## src/rtl/rom_loader.sv

```systemverilog
// rom_loader: fills a 32-bit byte-enabled ROM array from a host byte stream.
// Bytes are gathered little-endian into a one-word buffer. The buffer is
// written to the array when it is full, when the host moves to another word,
// or when the download ends. The CPU is held in reset until the image is
// loaded.
// Optional feature macro: ROM_LOADER_CHECKSUM_EN (running byte sum on SUM).
//
// state   | meaning
// --------+-----------------------------------------------------------
// S_IDLE  | after reset, CPU held, waiting for the first download
// S_LOAD  | accepting host bytes into the word buffer
// S_FLUSH | writing the buffered word to the array (WS+1 CE cycles)
// S_DONE  | image loaded, CPU released, waiting for a new download
module rom_loader #(
    parameter int AW = 4,
    parameter int WS = 0
) (
    input  logic          CLK,
    input  logic          RES,
    input  logic          CE,
    input  logic          DL_EN,
    input  logic          DL_WR,
    input  logic [23:0]   DL_ADDR,
    input  logic [7:0]    DL_DATA,
    output logic          DL_WAIT,
    output logic          MEM_nCE,
    output logic          MEM_nWE,
    output logic [3:0]    MEM_nBE,
    output logic [AW-1:0] MEM_A,
    output logic [31:0]   MEM_DO,
    output logic          CPU_RESn,
    output logic          DONE,
    output logic          ERR,
    output logic [31:0]   SUM
);

    localparam logic [1:0] S_IDLE  = 2'd0;
    localparam logic [1:0] S_LOAD  = 2'd1;
    localparam logic [1:0] S_FLUSH = 2'd2;
    localparam logic [1:0] S_DONE  = 2'd3;

    localparam int CW = (WS > 0) ? $clog2(WS + 1) : 1;
    localparam logic [CW-1:0] WS_CNT = CW'(WS);

    logic [1:0]    state;
    logic [31:0]   data;
    logic [3:0]    mask;
    logic [AW-1:0] wa;
    logic [CW-1:0] cnt;
    logic          dl_en_q;

    logic [1:0]    lane;
    logic [AW-1:0] byte_wa;
    logic          in_range;
    logic          word_change;
    logic          accept;
    logic          dl_rise;
    logic [31:0]   data_nxt;
    logic [3:0]    mask_nxt;
    logic [AW-1:0] wa_nxt;

    assign lane        = DL_ADDR[1:0];
    assign byte_wa     = DL_ADDR[AW+1:2];
    assign in_range    = (DL_ADDR >> (AW + 2)) == 24'd0;
    assign word_change = (state == S_LOAD) & DL_WR & (mask != 4'h0) & (byte_wa != wa);
    assign DL_WAIT     = (state == S_FLUSH) | word_change;
    assign accept      = CE & DL_WR & ~DL_WAIT & (state == S_LOAD);
    assign dl_rise     = DL_EN & ~dl_en_q;

    // Buffer contents after this cycle's byte; out-of-range bytes leave it untouched.
    always_comb begin
        data_nxt = data;
        mask_nxt = mask;
        wa_nxt   = wa;
        if (accept && in_range) begin
            data_nxt[{lane, 3'b000} +: 8] = DL_DATA;
            mask_nxt[lane]                = 1'b1;
            wa_nxt                        = byte_wa;
        end
    end

    // Sequencer, word buffer and registered array/CPU outputs.
    always_ff @(posedge CLK) begin
        if (RES) begin
            state    <= S_IDLE;
            data     <= 32'd0;
            mask     <= 4'h0;
            wa       <= '0;
            cnt      <= '0;
            dl_en_q  <= 1'b0;
            MEM_nCE  <= 1'b1;
            MEM_nWE  <= 1'b1;
            MEM_nBE  <= 4'hF;
            MEM_A    <= '0;
            MEM_DO   <= 32'd0;
            CPU_RESn <= 1'b0;
            DONE     <= 1'b0;
            ERR      <= 1'b0;
        end else if (CE) begin
            dl_en_q <= DL_EN;
            data    <= data_nxt;
            mask    <= mask_nxt;
            wa      <= wa_nxt;
            if (accept && !in_range)
                ERR <= 1'b1;
            case (state)
                S_IDLE: begin
                    if (DL_EN)
                        state <= S_LOAD;
                end
                S_LOAD: begin
                    if (mask_nxt == 4'hF || word_change || (!DL_EN && mask_nxt != 4'h0)) begin
                        state   <= S_FLUSH;
                        cnt     <= WS_CNT;
                        MEM_nCE <= 1'b0;
                        MEM_nWE <= 1'b0;
                        MEM_nBE <= ~mask_nxt;
                        MEM_A   <= wa_nxt;
                        MEM_DO  <= data_nxt;
                    end else if (!DL_EN) begin
                        state    <= S_DONE;
                        CPU_RESn <= 1'b1;
                        DONE     <= 1'b1;
                    end
                end
                S_FLUSH: begin
                    if (cnt == '0) begin
                        mask    <= 4'h0;
                        MEM_nCE <= 1'b1;
                        MEM_nWE <= 1'b1;
                        MEM_nBE <= 4'hF;
                        if (DL_EN) begin
                            state <= S_LOAD;
                        end else begin
                            state    <= S_DONE;
                            CPU_RESn <= 1'b1;
                            DONE     <= 1'b1;
                        end
                    end else begin
                        cnt <= cnt - CW'(1);
                    end
                end
                S_DONE: begin
                    if (dl_rise) begin
                        state    <= S_LOAD;
                        CPU_RESn <= 1'b0;
                        DONE     <= 1'b0;
                    end
                end
                default: state <= S_IDLE;
            endcase
        end
    end

`ifdef ROM_LOADER_CHECKSUM_EN
    logic [31:0] sum;

    // Running sum of in-range bytes, restarted whenever a new download begins.
    always_ff @(posedge CLK) begin
        if (RES) begin
            sum <= 32'd0;
        end else if (CE) begin
            if ((state == S_IDLE && DL_EN) || (state == S_DONE && dl_rise))
                sum <= 32'd0;
            else if (accept && in_range)
                sum <= sum + {24'd0, DL_DATA};
        end
    end

    assign SUM = sum;
`else
    assign SUM = 32'd0;
`endif

endmodule

```

## config.mk

```make
export PLATFORM = sky130hd
export DESIGN_NAME = rom_loader
export DESIGN_NICKNAME = d
export VERILOG_FILES = /design/src/rtl/rom_loader.sv
export SDC_FILE = /design/constraint.sdc
export NUM_CORES = 1
export LEC_CHECK = 0
export CELL_PAD_IN_SITES_DETAIL_PLACEMENT = 0
export CELL_PAD_IN_SITES_GLOBAL_PLACEMENT = 1
export CORE_ASPECT_RATIO = 0.9
export CORE_MARGIN = 10
export CORE_UTILIZATION = 35
export CTS_CLUSTER_DIAMETER = 60
export CTS_CLUSTER_SIZE = 28
export DETAILED_ROUTE_END_ITERATION = 12
export PLACE_DENSITY_LB_ADDON = 0.1
export SLEW_MARGIN = 20
export SYNTH_ARGS = -nofsm -noshare
export SYNTH_HDL_FRONTEND = slang
export SYNTH_SLANG_ARGS = --single-unit
```

## constraint.sdc

```tcl
create_clock -name CLK -period 3.32 [get_ports CLK]
set_clock_uncertainty 0.15 [all_clocks]
set_input_delay 0.498 -clock CLK [delete_from_list [all_inputs] [get_ports CLK]]
set_output_delay 0.498 -clock CLK [all_outputs]
set_load 0.03 [all_outputs]
```

==> qor.txt <==
Rel. slew slack -> 0.404
CP arrival -> 3.29 ns
r2r startpoint -> mask[0]$_SDFFE_PP0P_
EDFF count, synth -> 0
Worst Setup EP -> state[0]$_SDFFE_PP0P_
H-tree depth -> 3
Leak -> 0.00195 uW
Final Cell Area -> 0.00539 mm2
Pwr Total -> 2350 uW
vias in the first global route -> 3454
Starting Density -> 0.356
area occupied by registers -> 0.00172 mm2
worst-case clock buffer depth -> 2
Multi-input gate area -> 0.00203 mm2
fin crit period -> 3.26 ns
Layout area overhead -> 33.1%
Post-synth top flop -> dfxtp_1
critical setup path kind -> in2reg
IO Pins -> 115
CTS tree -> yes
routed via count -> 3479
Final Hold Fails -> 0
Die Wd -> 133 um
# setup viols final -> 0
CTS Sinks -> 86
post-synth top area share -> 0.425
fraction of layout cells with a size suffix above 1 -> 0.118
DR WL/cell -> 15.6 um
synthesized area -> 0.00405 mm2
drt pass-1 iters -> 4
Worst setup EP type -> flop
antenna-violating nets left -> 0
row cnt -> 37
Max IR drop VDD -> 0.279 mV
routability cong. -> 0.806
global-route wire length before repair -> 17900 um
asr flop ratio synth -> 0
clock root buffer -> clkbuf_16
Fmax -> 307 MHz
crit path launch -> DL_ADDR[9]
hold slack -> 0.311 ns
Diodes inserted -> 0
post-detail-place hpwl -> 8190 um
largest cells by area after synthesis -> dfxtp_1, buf_4, a211oi_1
cell count after synthesis -> 454
global route total overflow -> 0
HP Class -> reg2reg
Iteration-0 DRC Markers -> 173
CTS Buf Count -> 9
Vias/cell -> 4.93
Max Slew Vio Count -> 0
CTS Hold Bufs -> 0
# DRC -> 0
Mean Syn Cell Area -> 8.92 um2
all-layer global routing usage -> 0.134
DIE AREA -> 0.0163 mm2
Clock transition at path regs -> 0.06 ns
placed cell area -> 0.00503 mm2
Worst Tran Pin Value -> 0.894 ns
Worst-Skew Late Latency -> 0.34 ns
Max-cap violations -> 0
initial antenna violation count -> 0
CP max stage cell -> or4_4
Fillers -> 1155
RR Endpoint -> state[0]$_SDFFE_PP0P_
sequential area share after synthesis -> 0.425
Final nets -> 595
Yosys top cell by area -> dfxtp_1
Critical Path RT -> 3.35 ns
Cell variety after synth -> 46
Crit Path Max Fanout -> 6
core area -> 0.0114 mm2
I/O Buffers -> 82
largest net degree at the start of global routing -> 85
R2R Setup Slk -> 0.22 ns
Worst path max stage delay -> 0.57 ns
Post-Route WL -> 11000 um
startpoint types -> input port
period utilization -> 0.983
crit-path most repeated cell -> or4_4
Reg2Reg Depth -> 9
outcome -> finished clean
Die Y -> 122 um
synth warn -> 0
Yosys reg bits -> 86
CP Cell Sequence -> clkdlybuf4s50_1 > or4_4 > nor3_4 > a41oi_2 > or4_4 > buf_4 > and2_1 > a2111oi_2 > nor3_1
Pwr per Cell Area -> 435 mW/mm2
where the power goes:
part           switching (uW)  internal, uW
Combinational             149          82.9
Sequential               5.87          1040
Clock                     389           677
layer usage:
layer,part of all wire,GRT usage
met1,0.46,0.169
met3,0.053,0.0440
met2,0.47,0.214
met5,0,0
met4,0.017,0.0435
cells by family (layout without fill, tap and decap cells):
family,after synthesis,after routing,synth area share
compound gates,117,117,0.214
fa+ha+maj,12,12,0.0371
mux,6,6,0.0148
other cells,1,32,0.000926
flops,86,86,0.425
xor+xnor,4,4,0.00865
simple gates,156,156,0.191
buf+inv,72,137,0.109
layout by cell type (no fill, tap or decap), types with 3 or more instances in the layout:
| master | n |
|---|---|
| nor3b_1 | 3 |
| buf_4 | 30 |
| nand2_1 | 44 |
| a21oi_1 | 37 |
| ha_1 | 12 |
| nand3_1 | 37 |
| o31ai_2 | 4 |
| xnor2_1 | 4 |
| a31oi_1 | 3 |
| mux2i_1 | 6 |
| conb_1 | 32 |
| and3_1 | 9 |
| nor2_1 | 21 |
| a211oi_1 | 31 |
| buf_12 | 3 |
| clkbuf_16 | 9 |
| dfxtp_1 | 86 |
| nor4_1 | 6 |
| clkdlybuf4s50_1 | 81 |
| a31o_1 | 22 |
| nor3_1 | 17 |
| and2_1 | 10 |
| inv_1 | 7 |
synthesized netlist by cell type, types with 6 or more instances:
master	count
a21oi_1	37
and3_1	9
a31o_1	22
and2_1	10
inv_1	7
a211oi_1	31
nor4_1	6
nand2_1	44
nand3_1	37
nor2_1	21
nor3_1	17
dfxtp_1	86
clkbuf_1	20
ha_1	12
buf_4	34
mux2i_1	6
sequential cells by signal, indices dropped and copies added, names as in the netlist:
name	cells
MEM_A	4
data	32
state	2
ERR	1
wa	4
MEM_nBE	4
mask	4
CPU_RESn	1
dl_en_q	1
MEM_nWE	1
MEM_DO	32
how the worst min path moves through the flow:
stage	start	slack (ns)	end	cells after the start
detailed placement	data[25]$_SDFFE_PP0P_	0.31	data[25]$_SDFFE_PP0P_	2
CTS	data[19]$_SDFFE_PP0P_	0.31	data[19]$_SDFFE_PP0P_	2
floorplan	data[0]$_SDFFE_PP0P_	0.29	data[0]$_SDFFE_PP0P_	2
global route	data[16]$_SDFFE_PP0P_	0.34	data[16]$_SDFFE_PP0P_	2
global placement	data[24]$_SDFFE_PP0P_	0.30	data[24]$_SDFFE_PP0P_	2
finish	data[17]$_SDFFE_PP0P_	0.31	data[17]$_SDFFE_PP0P_	2
stage by stage:
| step | setup slack, ns | utilization | TNS [ns] | std cells |
|---|---|---|---|---|
| final | 0.0579 | 0.473 | 0 | 706 |
| after global routing | -0.0315 | 0.473 | -0.0454 | 706 |
| after CTS | 0.0852 | 0.470 | 0 | 704 |
| after detailed placement | -0.255 | 0.442 | -6.64 | 689 |
| after global placement | -0.205 | 0.442 | -4.36 | 689 |
| after floorplan | 0.340 | - | 0 | 485 |
worst max-delay path: cells and delay by family:
kind	cells	cell delay, ns
compound gates	2	0.56
buf+inv	2	0.57
simple gates	5	1.67
timing repair:
action,4_1_cts,5_1_grt
gates resized for setup,0,5
buffers inserted,0,2
setup endpoints to repair,0,4
final cells by class:
cell class	instances	share of cell area
multi-input combinational	327	0.377
clock inverter	3	0.0128
clock buffer	12	0.0457
sequential	86	0.319
timing repair buffer	115	0.204
inverter	7	0.00488
tap	156	0.0362
Power figures use the tool's default switching activity.
